$ cat config.mk
export PLATFORM = sky130hd
export DESIGN_NAME = obi_periph_demux
export DESIGN_NICKNAME = d
export VERILOG_FILES = /design/src/rtl/obi_pkg.sv /design/src/rtl/obi_err_responder.sv /design/src/rtl/obi_periph_demux.sv
export SDC_FILE = /design/constraint.sdc
export NUM_CORES = 1
export LEC_CHECK = 0
export ABC_AREA = 0
export BUFFER_PORTS_ARGS = -buffer_cell sky130_fd_sc_hd__buf_2
export CAP_MARGIN = 20
export CORE_AREA = 3 3 122 124
export CTS_CLUSTER_SIZE = 25
export DETAILED_ROUTE_END_ITERATION = 8
export DIE_AREA = 0 0 125 127
export PLACE_DENSITY = 0.48
export RECOVER_POWER = 100
export SYNTH_ARGS = -nofsm -noshare
export SYNTH_HDL_FRONTEND = slang
export SYNTH_SLANG_ARGS = --single-unit
$ cat constraint.sdc
create_clock -name clk_i -period 4.1 [get_ports clk_i]
set_clock_uncertainty 0.05 [all_clocks]
set_input_delay 0.615 -clock clk_i [delete_from_list [all_inputs] [get_ports clk_i]]
set_output_delay 0.615 -clock clk_i [all_outputs]
set_load 0.02 [all_outputs]
$ cat src/rtl/obi_pkg.sv
// Shared types and constants for the OBI peripheral demultiplexer.
package obi_pkg;

    // Demux control states: no traffic, transactions in flight, draining after a timeout.
    typedef enum logic [1:0] {
        IDLE   = 2'd0,
        ACTIVE = 2'd1,
        FLUSH  = 2'd2
    } demux_state_e;

    // Data returned with every error response (unmapped access or timeout flush).
    localparam logic [31:0] ERR_RDATA_DEFAULT = 32'hDEAD_BEEF;

    // SoC region map: value of the address target-select field for each peripheral.
    localparam int REGION_DRAM = 0;
    localparam int REGION_IRAM = 1;
    localparam int REGION_UART = 2;
    localparam int REGION_WB   = 3;

    // Width of an internal target id; one extra id is reserved for the error responder.
    function automatic int tgt_id_width(input int num_targets);
        return $clog2(num_targets + 1);
    endfunction

endpackage

$ cat src/rtl/obi_err_responder.sv
// Internal responder for unmapped addresses: answers each accepted access
// with an error response exactly one cycle after its grant.
module obi_err_responder
    import obi_pkg::*;
#(
    parameter int                    DATA_WIDTH = 32,
    parameter logic [DATA_WIDTH-1:0] ERR_RDATA  = ERR_RDATA_DEFAULT
) (
    input  logic                  clk_i,
    input  logic                  rst_ni,
    input  logic                  accept_i,
    output logic                  rvalid_o,
    output logic [DATA_WIDTH-1:0] rdata_o
);

    logic pending_r;

    // Remember an accepted unmapped access so it is answered on the following cycle.
    always_ff @(posedge clk_i or negedge rst_ni) begin
        if (!rst_ni) begin
            pending_r <= 1'b0;
        end else begin
            pending_r <= accept_i;
        end
    end

    assign rvalid_o = pending_r;
    assign rdata_o  = pending_r ? ERR_RDATA : {DATA_WIDTH{1'b0}};

endmodule

$ cat src/rtl/obi_periph_demux.sv
// OBI 1-to-N demultiplexer: address-decoded routing to NUM_TARGETS targets,
// in-order responses, error replies for unmapped addresses and hung targets.
module obi_periph_demux
    import obi_pkg::*;
#(
    parameter int                    ADDR_WIDTH      = 32,
    parameter int                    DATA_WIDTH      = 32,
    parameter int                    NUM_TARGETS     = 4,
    parameter int                    SEL_LSB         = 20,
    parameter int                    SEL_WIDTH       = 2,
    parameter int                    MAX_OUTSTANDING = 2,
    parameter int                    TIMEOUT_CYCLES  = 255,
    parameter logic [DATA_WIDTH-1:0] ERR_RDATA       = ERR_RDATA_DEFAULT
) (
    input  logic                              clk_i,
    input  logic                              rst_ni,
    input  logic                              init_req_i,
    output logic                              init_gnt_o,
    input  logic [ADDR_WIDTH-1:0]             init_addr_i,
    input  logic                              init_we_i,
    input  logic [DATA_WIDTH/8-1:0]           init_be_i,
    input  logic [DATA_WIDTH-1:0]             init_wdata_i,
    output logic                              init_rvalid_o,
    output logic [DATA_WIDTH-1:0]             init_rdata_o,
    output logic                              init_err_o,
    output logic [NUM_TARGETS-1:0]            tgt_req_o,
    input  logic [NUM_TARGETS-1:0]            tgt_gnt_i,
    output logic [ADDR_WIDTH-1:0]             tgt_addr_o,
    output logic                              tgt_we_o,
    output logic [DATA_WIDTH/8-1:0]           tgt_be_o,
    output logic [DATA_WIDTH-1:0]             tgt_wdata_o,
    input  logic [NUM_TARGETS-1:0]            tgt_rvalid_i,
    input  logic [NUM_TARGETS*DATA_WIDTH-1:0] tgt_rdata_i,
    output logic                              timeout_o
);

    localparam int ID_W  = tgt_id_width(NUM_TARGETS);
    localparam int CNT_W = 4;
    localparam int TMR_W = $clog2(TIMEOUT_CYCLES);

    localparam logic [ID_W-1:0]  ERR_ID   = ID_W'(NUM_TARGETS);
    localparam logic [CNT_W-1:0] CNT_ZERO = {CNT_W{1'b0}};
    localparam logic [CNT_W-1:0] CNT_ONE  = CNT_W'(1);
    localparam logic [CNT_W-1:0] CNT_MAX  = CNT_W'(MAX_OUTSTANDING);
    localparam logic [TMR_W-1:0] TMR_ZERO = {TMR_W{1'b0}};
    localparam logic [TMR_W-1:0] TMR_ONE  = TMR_W'(1);
    localparam logic [TMR_W-1:0] TMR_LAST = TMR_W'(TIMEOUT_CYCLES - 1);

    demux_state_e          state_r, state_nxt_s;
    logic [CNT_W-1:0]      count_r, count_nxt_s;
    logic [TMR_W-1:0]      timer_r, timer_nxt_s;
    logic [ID_W-1:0]       cur_id_r;

    logic [SEL_WIDTH-1:0]  sel_s;
    logic                  unmapped_s;
    logic [ID_W-1:0]       id_s;
    logic                  stall_s;
    logic                  accept_s;
    logic                  cur_is_err_s;
    logic                  sel_gnt_s;
    logic                  sel_rvalid_s;
    logic [DATA_WIDTH-1:0] sel_rdata_s;
    logic                  err_rvalid_s;
    logic [DATA_WIDTH-1:0] err_rdata_s;
    logic                  fwd_rsp_s;
    logic                  flush_rsp_s;
    logic                  timeout_s;

    // Request attributes go to every target; only tgt_req_o selects one.
    assign tgt_addr_o  = init_addr_i;
    assign tgt_we_o    = init_we_i;
    assign tgt_be_o    = init_be_i;
    assign tgt_wdata_o = init_wdata_i;

    // Decode: select values beyond the last target map to the error responder id.
    assign sel_s      = init_addr_i[SEL_LSB +: SEL_WIDTH];
    assign unmapped_s = (int'(sel_s) >= NUM_TARGETS);
    assign id_s       = unmapped_s ? ERR_ID : ID_W'(sel_s);

    // Only one target may have outstanding transactions, which keeps responses in order.
    assign stall_s = (state_r == FLUSH)
                   | (count_r == CNT_MAX)
                   | ((count_r != CNT_ZERO) & (id_s != cur_id_r));

    assign cur_is_err_s = (cur_id_r == ERR_ID);

    // Pick the grant of the addressed target and the response of the current target.
    always_comb begin
        sel_gnt_s    = 1'b0;
        sel_rvalid_s = 1'b0;
        sel_rdata_s  = {DATA_WIDTH{1'b0}};
        for (int k = 0; k < NUM_TARGETS; k++) begin
            sel_gnt_s    = sel_gnt_s | (tgt_gnt_i[k] & (id_s == ID_W'(k)));
            sel_rvalid_s = sel_rvalid_s | (tgt_rvalid_i[k] & (cur_id_r == ID_W'(k)));
            sel_rdata_s  = sel_rdata_s
                         | (tgt_rdata_i[k*DATA_WIDTH +: DATA_WIDTH]
                            & {DATA_WIDTH{cur_id_r == ID_W'(k)}});
        end
    end

    // Forward the request to the addressed target unless stalled.
    always_comb begin
        tgt_req_o = {NUM_TARGETS{1'b0}};
        for (int k = 0; k < NUM_TARGETS; k++) begin
            tgt_req_o[k] = init_req_i & ~stall_s & (id_s == ID_W'(k));
        end
    end

    // Unmapped requests are granted at once; the error responder always accepts.
    assign init_gnt_o = init_req_i & ~stall_s & (unmapped_s | sel_gnt_s);
    assign accept_s   = init_req_i & init_gnt_o;

    obi_err_responder #(
        .DATA_WIDTH (DATA_WIDTH),
        .ERR_RDATA  (ERR_RDATA)
    ) u_err_responder (
        .clk_i    (clk_i),
        .rst_ni   (rst_ni),
        .accept_i (accept_s & unmapped_s),
        .rvalid_o (err_rvalid_s),
        .rdata_o  (err_rdata_s)
    );

    // A response counts only from the current target while transactions are in flight.
    assign fwd_rsp_s   = (state_r == ACTIVE) & (count_r != CNT_ZERO)
                       & (cur_is_err_s ? err_rvalid_s : sel_rvalid_s);
    assign flush_rsp_s = (state_r == FLUSH);
    assign timeout_s   = (state_r == ACTIVE) & ~fwd_rsp_s & (timer_r == TMR_LAST);
    assign timeout_o   = timeout_s;

    // Response mux towards the initiator: flush errors, then forwarded responses.
    always_comb begin
        init_rvalid_o = 1'b0;
        init_err_o    = 1'b0;
        init_rdata_o  = {DATA_WIDTH{1'b0}};
        if (flush_rsp_s) begin
            init_rvalid_o = 1'b1;
            init_err_o    = 1'b1;
            init_rdata_o  = ERR_RDATA;
        end else if (fwd_rsp_s) begin
            init_rvalid_o = 1'b1;
            init_err_o    = cur_is_err_s;
            init_rdata_o  = cur_is_err_s ? err_rdata_s : sel_rdata_s;
        end else begin
            init_rvalid_o = 1'b0;
        end
    end

    // Next-state logic for the control FSM, outstanding counter and response timer.
    always_comb begin
        state_nxt_s = state_r;
        count_nxt_s = count_r;
        timer_nxt_s = timer_r;
        case (state_r)
            IDLE: begin
                timer_nxt_s = TMR_ZERO;
                if (accept_s) begin
                    state_nxt_s = ACTIVE;
                    count_nxt_s = CNT_ONE;
                end else begin
                    state_nxt_s = IDLE;
                    count_nxt_s = CNT_ZERO;
                end
            end
            ACTIVE: begin
                if (accept_s && !fwd_rsp_s) begin
                    count_nxt_s = count_r + CNT_ONE;
                end else if (!accept_s && fwd_rsp_s) begin
                    count_nxt_s = count_r - CNT_ONE;
                end else begin
                    count_nxt_s = count_r;
                end
                if (fwd_rsp_s) begin
                    timer_nxt_s = TMR_ZERO;
                end else begin
                    timer_nxt_s = timer_r + TMR_ONE;
                end
                if (count_nxt_s == CNT_ZERO) begin
                    state_nxt_s = IDLE;
                end else if (timeout_s) begin
                    state_nxt_s = FLUSH;
                    timer_nxt_s = TMR_ZERO;
                end else begin
                    state_nxt_s = ACTIVE;
                end
            end
            FLUSH: begin
                timer_nxt_s = TMR_ZERO;
                if (count_r <= CNT_ONE) begin
                    state_nxt_s = IDLE;
                    count_nxt_s = CNT_ZERO;
                end else begin
                    state_nxt_s = FLUSH;
                    count_nxt_s = count_r - CNT_ONE;
                end
            end
            default: begin
                state_nxt_s = IDLE;
                count_nxt_s = CNT_ZERO;
                timer_nxt_s = TMR_ZERO;
            end
        endcase
    end

    // Control state registers; cur_id follows the most recently accepted target.
    always_ff @(posedge clk_i or negedge rst_ni) begin
        if (!rst_ni) begin
            state_r  <= IDLE;
            count_r  <= CNT_ZERO;
            timer_r  <= TMR_ZERO;
            cur_id_r <= {ID_W{1'b0}};
        end else begin
            state_r  <= state_nxt_s;
            count_r  <= count_nxt_s;
            timer_r  <= timer_nxt_s;
            cur_id_r <= accept_s ? id_s : cur_id_r;
        end
    end

endmodule

==> key figures, run 1 <==
Die
  • Initial core utilization: 20.3%
  • Num ports: 317
  • DIE AREA: 15900 um2
  • Core box area: 13900 um2
  • Die X: 125 um
  • Die height: 127 um
  • Site row count: 43

Critical path
  • Worst Setup EP: init_rdata_o[16]
  • CP Max Fanout: 21
  • Worst-path cell with the longest stage delay: and3_1
  • Reg2reg path depth: 10
  • CP dominant cell by count: nand2_1
  • Setup crit end kind: output port
  • Reg-to-reg slack, setup: 630 ps
  • Peak per-stage delay on the critical path: 540 ps
  • Worst Setup SP: count_r[0]
  • Crit path kind: reg2out
  • Reg2reg end: state_r[0]
  • Crit path DAT: 2850 ps
  • RR Startpoint: count_r[0]
  • WP data required: 3430 ps
  • Setup crit start kind: flop
  • Critical path cell sequence: inv_1 > ha_1 > or3b_1 > and3_1 > clkbuf_2 > nand2_1 > nand2_1 > clkbuf_1

Drt
  • Wire length per cell: 18.9 um
  • Pre-antenna DRT Iters: 4
  • DRC: 0
  • Final ANT Viol Nets: 0
  • Via count: 2625
  • Via density per instance: 4.52
  • WL final: 11.0 mm
  • Initial DRC Count: 124

STA
  • Fin. Hold Viols: 0
  • Final max-slew violation count: 0
  • Worst-Margin Slew: 1390 ps
  • Slew HR: 7.57%
  • Fmax: 0.284 GHz
  • Final Critical Period: 3520 ps
  • Setup ws final: 580 ps
  • Fin crit share: 85.8%
  • Total Neg Setup Slack: 0 ps
  • Final setup vio count: 0
  • RSZ-0062 raised after global routing: no

Flow run
  • MaxCap Viol Count: 0

Place
  • DP Wirelength: 9.35 mm
  • RePlAce Congestion: 0.891
  • Placed Instance Area: 3340 um2
  • Pre-CTS WS: 741 ps
  • Port bufs: 182

Final layout
  • Commonest non-fill, non-tap cell in the layout: buf_2
  • Most frequent cells in the layout: 147 x buf_2, 59 x nand2_1, 36 x clkbuf_1
  • Fillers: 1559
  • Final instance area: 3320 um2
  • Layout Nets: 617
  • Multi-input logic area: 1670 um2
  • Ratio of cells with drive above 1 in the final layout: 49.4%
  • Register area: 402 um2
  • Diode count: 0
  • Area Overhead vs Synth: 17.8%

Synthesis
  • Unique masters post-synth: 44
  • Synth Area in Compound Gates: 10.5%
  • Post-synthesis xor/xnor area fraction: 3.42%
  • EDFF count, synth: 0
  • Synth Area in Adders: 3.46%
  • Synth warn: 0
  • Simple-Gate Fraction of Synth Area: 15.8%
  • Mux cell area share after synthesis: 28.3%
  • Flops & latches, synth: 16
  • Combinational family with the most area after synthesis: multiplexers
  • Mapped Nets: 514
  • Main synth FF type: dfrtp_1
  • Mapped Area: 2820 um2
  • Syn Area/Cell: 9.43 um2
  • Async S/R FF share, synth: 100%
  • Sequential fraction of the synthesis area: 14.2%
  • Mapped Cells: 299

CTS
  • CTS buffer count: 3
  • Setup Buffers After CTS: 0
  • CTS tree: done
  • Clk sink count: 16
  • Hold buffer count at cts: 0
  • Resize count post-CTS: 0
  • Clock-pin slew on the worst setup and hold paths: 50 ps
  • CTS root buf: clkbuf_16
  • Clock Latency Late Sink: 250 ps
  • Clk buf depth: 2
  • H-Tree Depth: 1

Status
  • Status: finished, final reports clean

Pwr
  • Psw: 664 uW
  • Switching portion of total power: 43.8%
  • Gate power share: 70.1%
  • Leak: 1.64 nW
  • Pint: 851 uW
  • Sequential share of power: 15.7%
  • Clk pwr share: 14.2%
  • Worst VDD drop: 0.000262 V
  • Power Dens Cells: 456 nW/um2

Global routing
  • GRT Total Usage: 13.0%
  • Largest net degree at the start of global routing: 33
  • Vias in the first global route: 2758
  • GRT overflow: 0
  • First-pass GRT wire length: 16.4 mm
  • Initial antenna violation count: 0

Min path
  • Min-Delay Path Class: in2async
[registers in the layout, indices dropped and copies added (netlist names)]
register  cells
cur_id_r      2
timer_r       8
state_r       2
count_r       4
[synthesized netlist by cell type, types with 2 or more instances]
library cell,n,area share [%]
nor2_1,8,1.1
clkbuf_1,10,1.3
mux2_1,2,0.80
clkbuf_8,2,0.98
a211oi_2,8,3.5
inv_1,6,0.80
buf_6,4,1.6
a211o_1,2,0.62
nor3_1,4,0.71
and3_1,3,0.67
mux4_2,34,27
buf_4,72,19
and2_1,8,1.8
buf_1,2,0.27
dfrtp_1,16,14
nand3_1,7,1.2
xor2_1,6,1.9
nand2b_1,2,0.44
xnor2_1,5,1.6
o21ai_0,3,0.53
o22ai_1,2,0.44
nand2_1,59,7.9
and3_2,2,0.53
a21oi_1,5,0.89
ha_1,7,3.1
a22oi_1,2,0.53
[per-stage QoR]
stage | hold WS (ps) | cells | total power, mW | utilization (%)
3_5_place_dp | 473 | 577 | 1.37 | 24.1
4_1_cts | 237 | 581 | 1.59 | 24.7
5_1_grt | 492 | 581 | 1.65 | 23.9
2_1_floorplan | 269 | 299 | 1.24 | -
3_3_place_gp | 456 | 577 | 1.37 | 24.1
6_report | 417 | 581 | 1.52 | 23.9
[power groups by stage]
stage,clock network [mW],registers [mW],logic [mW]
floorplan,0,0.213,1.03
global placement,0,0.242,1.13
detailed placement,0,0.243,1.13
CTS,0.219,0.240,1.13
global route,0.226,0.249,1.17
finish,0.214,0.238,1.06
[cell type report]
class	count	share of cell area, %
inverter	7	0.829
clock buffer	4	2.67
multi-input combinational	186	50.4
tap	180	6.78
timing repair buffer	188	27.3
sequential	16	12.1
[worst min path at each step]
| stage | cells past startpoint | end | start | slack (ps) |
|---|---|---|---|---|
| after floorplan | 0 | count_r[0] | rst_ni | 270 |
| after global placement | 1 | timer_r[0] | timer_r[0] | 460 |
| after detailed placement | 1 | timer_r[0] | timer_r[0] | 470 |
| after CTS | 1 | state_r[0] | rst_ni | 240 |
| after global routing | 1 | timer_r[7] | rst_ni | 490 |
| final | 1 | state_r[0] | rst_ni | 420 |
[cells by family after synthesis]
kind of cell,count (synthesis)
simple gates,99
buf+inv,97
mux,37
compound gates,31
flops,16
xor+xnor,11
fa+ha+maj,8
[layer usage]
| metal | global-route usage (%) | wire (um) |
|---|---|---|
| met5 | 0 | 0 |
| met4 | 3.83 | 299 |
| met3 | 3.80 | 883 |
| met2 | 23.0 | 5770 |
| met1 | 15.3 | 4040 |
[worst max-delay path: cells and delay by family (launching register included)]
kind | cells | cell delay [ps]
adder cells (fa/ha/maj) | 1 | 210
flip-flops | 1 | 470
AND/OR/NAND/NOR | 4 | 970
buffers and inverters | 3 | 930
Note: power is estimated with default switching activity, not from simulation.
==> run 2, diff against run 1 <==
Settings changed: BUFFER_PORTS_ARGS -buffer_cell sky130_fd_sc_hd__buf_2 to -buffer_cell sky130_fd_sc_hd__buf_4, SYNTH_HIERARCHICAL from default to 1.
==> key figures, run 2 <==
Synthesis
  • Main synth FF type: dfrtp_1
  • Mapped Nets: 516 (+0.39%)
  • Mapped Area: 2830 um2 (+0.44%)
  • Sequential fraction of the synthesis area: 14.1% (-0.063 points)
  • Most frequent cells after synthesis: 69 x buf_4, 59 x nand2_1, 34 x mux4_2, 16 x dfrtp_1
  • Mapped Cells: 301 (+0.67%)
  • Synth top area cells: mux4_2 27%, buf_4 18%, dfrtp_1 14%
  • EDFF count, synth: 0 (unchanged)
  • Unique masters post-synth: 45 (+2.3%)
  • Syn Area/Cell: 9.41 um2 (-0.22%)
  • Async S/R FF share, synth: 100% (unchanged)
  • Top-area cell type share of the netlist area: 27.0% (-0.12 points)
  • Flops & latches, synth: 16 (unchanged)
  • Largest area contributor in the netlist: mux4_2
  • Most common cell in the netlist: buf_4
  • Synth warn: 6 (+6)

Final layout
  • Area Overhead vs Synth: 30.3%
  • Commonest non-fill, non-tap cell in the layout: buf_4
  • Core Util, Final: 26.6% (+2.7 points)
  • Ratio of cells with drive above 1 in the final layout: 49.1% (-0.25 points)
  • Most frequent cells in the layout: 149 x buf_4, 59 x nand2_1, 38 x clkbuf_1
  • Multi-input logic area: 1680 um2 (+0.52%)
  • Register area: 402 um2 (unchanged)
  • Regs by FF count: timer_r x8, count_r x4
  • Biggest register: timer_r
  • Final instance area: 3690 um2 (+11%)
  • Layout Nets: 617 (unchanged)
  • Fillers: 1526 (-2.1%)
  • Max FFs per register: 8 (unchanged)

Place
  • Port bufs: 182 (unchanged)
  • RePlAce Congestion: 0.898 (+0.85%)
  • DP Wirelength: 10.5 mm (+13%)
  • Placed Instance Area: 3800 um2 (+14%)

CTS
  • Clock-pin slew on the worst setup and hold paths: 50 ps (about the same)
  • CTS root buf: clkbuf_16
  • Resize count post-CTS: 0 (unchanged)
  • H-Tree Depth: 1 (unchanged)
  • Clk buf depth: 2 (unchanged)
  • Clk sink count: 16 (unchanged)
  • CTS buffer count: 3 (unchanged)
  • CTS tree: done
  • Clock Latency Late Sink: 240 ps (about the same)
  • Setup Buffers After CTS: 0 (unchanged)
  • Hold buffer count at cts: 0 (unchanged)

Die
  • Die height: 127 um (unchanged)
  • Core box area: 13900 um2 (unchanged)
  • Initial core utilization: 20.4% (+0.090 points)
  • DIE AREA: 15900 um2 (unchanged)
  • Num ports: 317 (unchanged)
  • Die X: 125 um (unchanged)
  • Site row count: 43 (unchanged)

Pwr
  • Power Dens Cells: 410 nW/um2 (-10%)
  • Leak: 1.73 nW (+5.8%)
  • Worst VDD drop: 0.000295 V (+13%)

Critical path
  • Setup crit end kind: output port
  • Crit path DAT: 2720 ps (-130 ps)
  • Setup crit start kind: flop
  • WP data required: 3430 ps (about the same)
  • Crit path kind: reg2out
  • CP Max Fanout: 11 (-48%)

STA
  • Hold slack: 430 ps (+12.4 ps)
  • Final max-slew violation count: 0 (unchanged)
  • Fmax: 0.295 GHz (+3.9%)
  • Fin. Hold Viols: 0 (unchanged)
  • RSZ-0062 raised after global routing: no
  • Total Neg Setup Slack: 0 ps (unchanged)
  • Slew HR: 39.2% (+32 points)
  • Final Critical Period: 3390 ps (-132 ps)
  • Worst-Margin Slew: 913 ps (-474 ps)
  • Final setup vio count: 0 (unchanged)
  • Fin crit share: 82.6% (-3.2 points)

Drt
  • WL final: 12.1 mm (+9.8%)
  • Pre-antenna DRT Iters: 4 (unchanged)
  • Final ANT Viol Nets: 0 (unchanged)
  • Wire length per cell: 20.7 um (+9.6%)
  • Via density per instance: 4.38 (-3.1%)
  • DRC: 0 (unchanged)
  • Via count: 2549 (-2.9%)
  • Initial DRC Count: 155 (+25%)

Min path
  • Min-Delay Path Class: in2async

Global routing
  • Vias in the first global route: 2869 (+4.0%)
  • Largest net degree at the start of global routing: 38 (+15%)
  • GRT Total Usage: 13.9% (+0.89 points)
  • GRT overflow: 0 (unchanged)
  • Initial antenna violation count: 0 (unchanged)
  • First-pass GRT wire length: 17.2 mm (+4.8%)

Flow run
  • MaxCap Viol Count: 0 (unchanged)

Status
  • Status: finished, final reports clean
[run 2: final cells by class]
class                      instances  area share, %
timing repair buffer             187           34.2
tap                              180           6.10
antenna                            1         0.0678
clock buffer                       4           2.41
sequential                        16           10.9
inverter                           8          0.814
multi-input combinational        186           45.6
[run 2: metal layers]
metal  global-route usage [%]  wire length, um  vias up
li1                         -                -     1190
met1                     15.0             4110     1203
met2                     24.2             6100      110
met3                     6.73             1490       46
met4                     4.15              373        0
met5                        0                0        -
[run 2: kinds of logic (layout without fill, tap and decap cells)]
logic type               Yosys count  count (layout)  share of synthesized area [%]
AO/OA/AOI/OAI                     31              31                           10.5
other                              0               1                              0
adder cells (fa/ha/maj)            8               8                           3.45
AND/OR/NAND/NOR                   99              99                           15.8
multiplexers                      37              37                           28.2
flip-flops                        16              16                           14.1
XOR/XNOR                          11              11                           3.40
buffers and inverters             99             199                           24.6
[run 2: per-stage QoR]
stage                     power, mW  setup WS (ps)  instances
after floorplan                1.21           1120        301
after global placement         1.40            852        577
after detailed placement       1.42            748        577
after CTS                      1.63            732        581
after global routing           1.64            511        581
final                          1.51            712        582
[run 2: path summary, 6_finish.rpt]
path                            startpoint            to  slack (ps)  cells after the start
worst max-delay path            count_r[0]  tgt_req_o[0]         710                      7
worst min-delay path                rst_ni   cur_id_r[1]         430                      1
worst max register to register  count_r[0]    state_r[0]         770                     10
worst min register to register  timer_r[0]    timer_r[0]         450                      1
max in group asynchronous           rst_ni   cur_id_r[0]        2950                      1
min in group clk_i              timer_r[0]    timer_r[0]         450                      1
[run 2: worst max-delay path: stages, from the launching register on]
cell      delay, ps
dfrtp_1         490
inv_1           190
ha_1            170
or3b_1          410
a21boi_0        200
a211oi_1        400
nor3b_1         290
clkbuf_1        320
[run 2: report_power, final]
group          leakage [nW]  internal (mW)  total (mW)  switching [mW]
Sequential            0.215          0.189       0.256          0.0676
Combinational          1.47          0.537        1.05           0.512
Clock                0.0442          0.148       0.208          0.0600
Total                  1.73          0.874        1.51           0.640
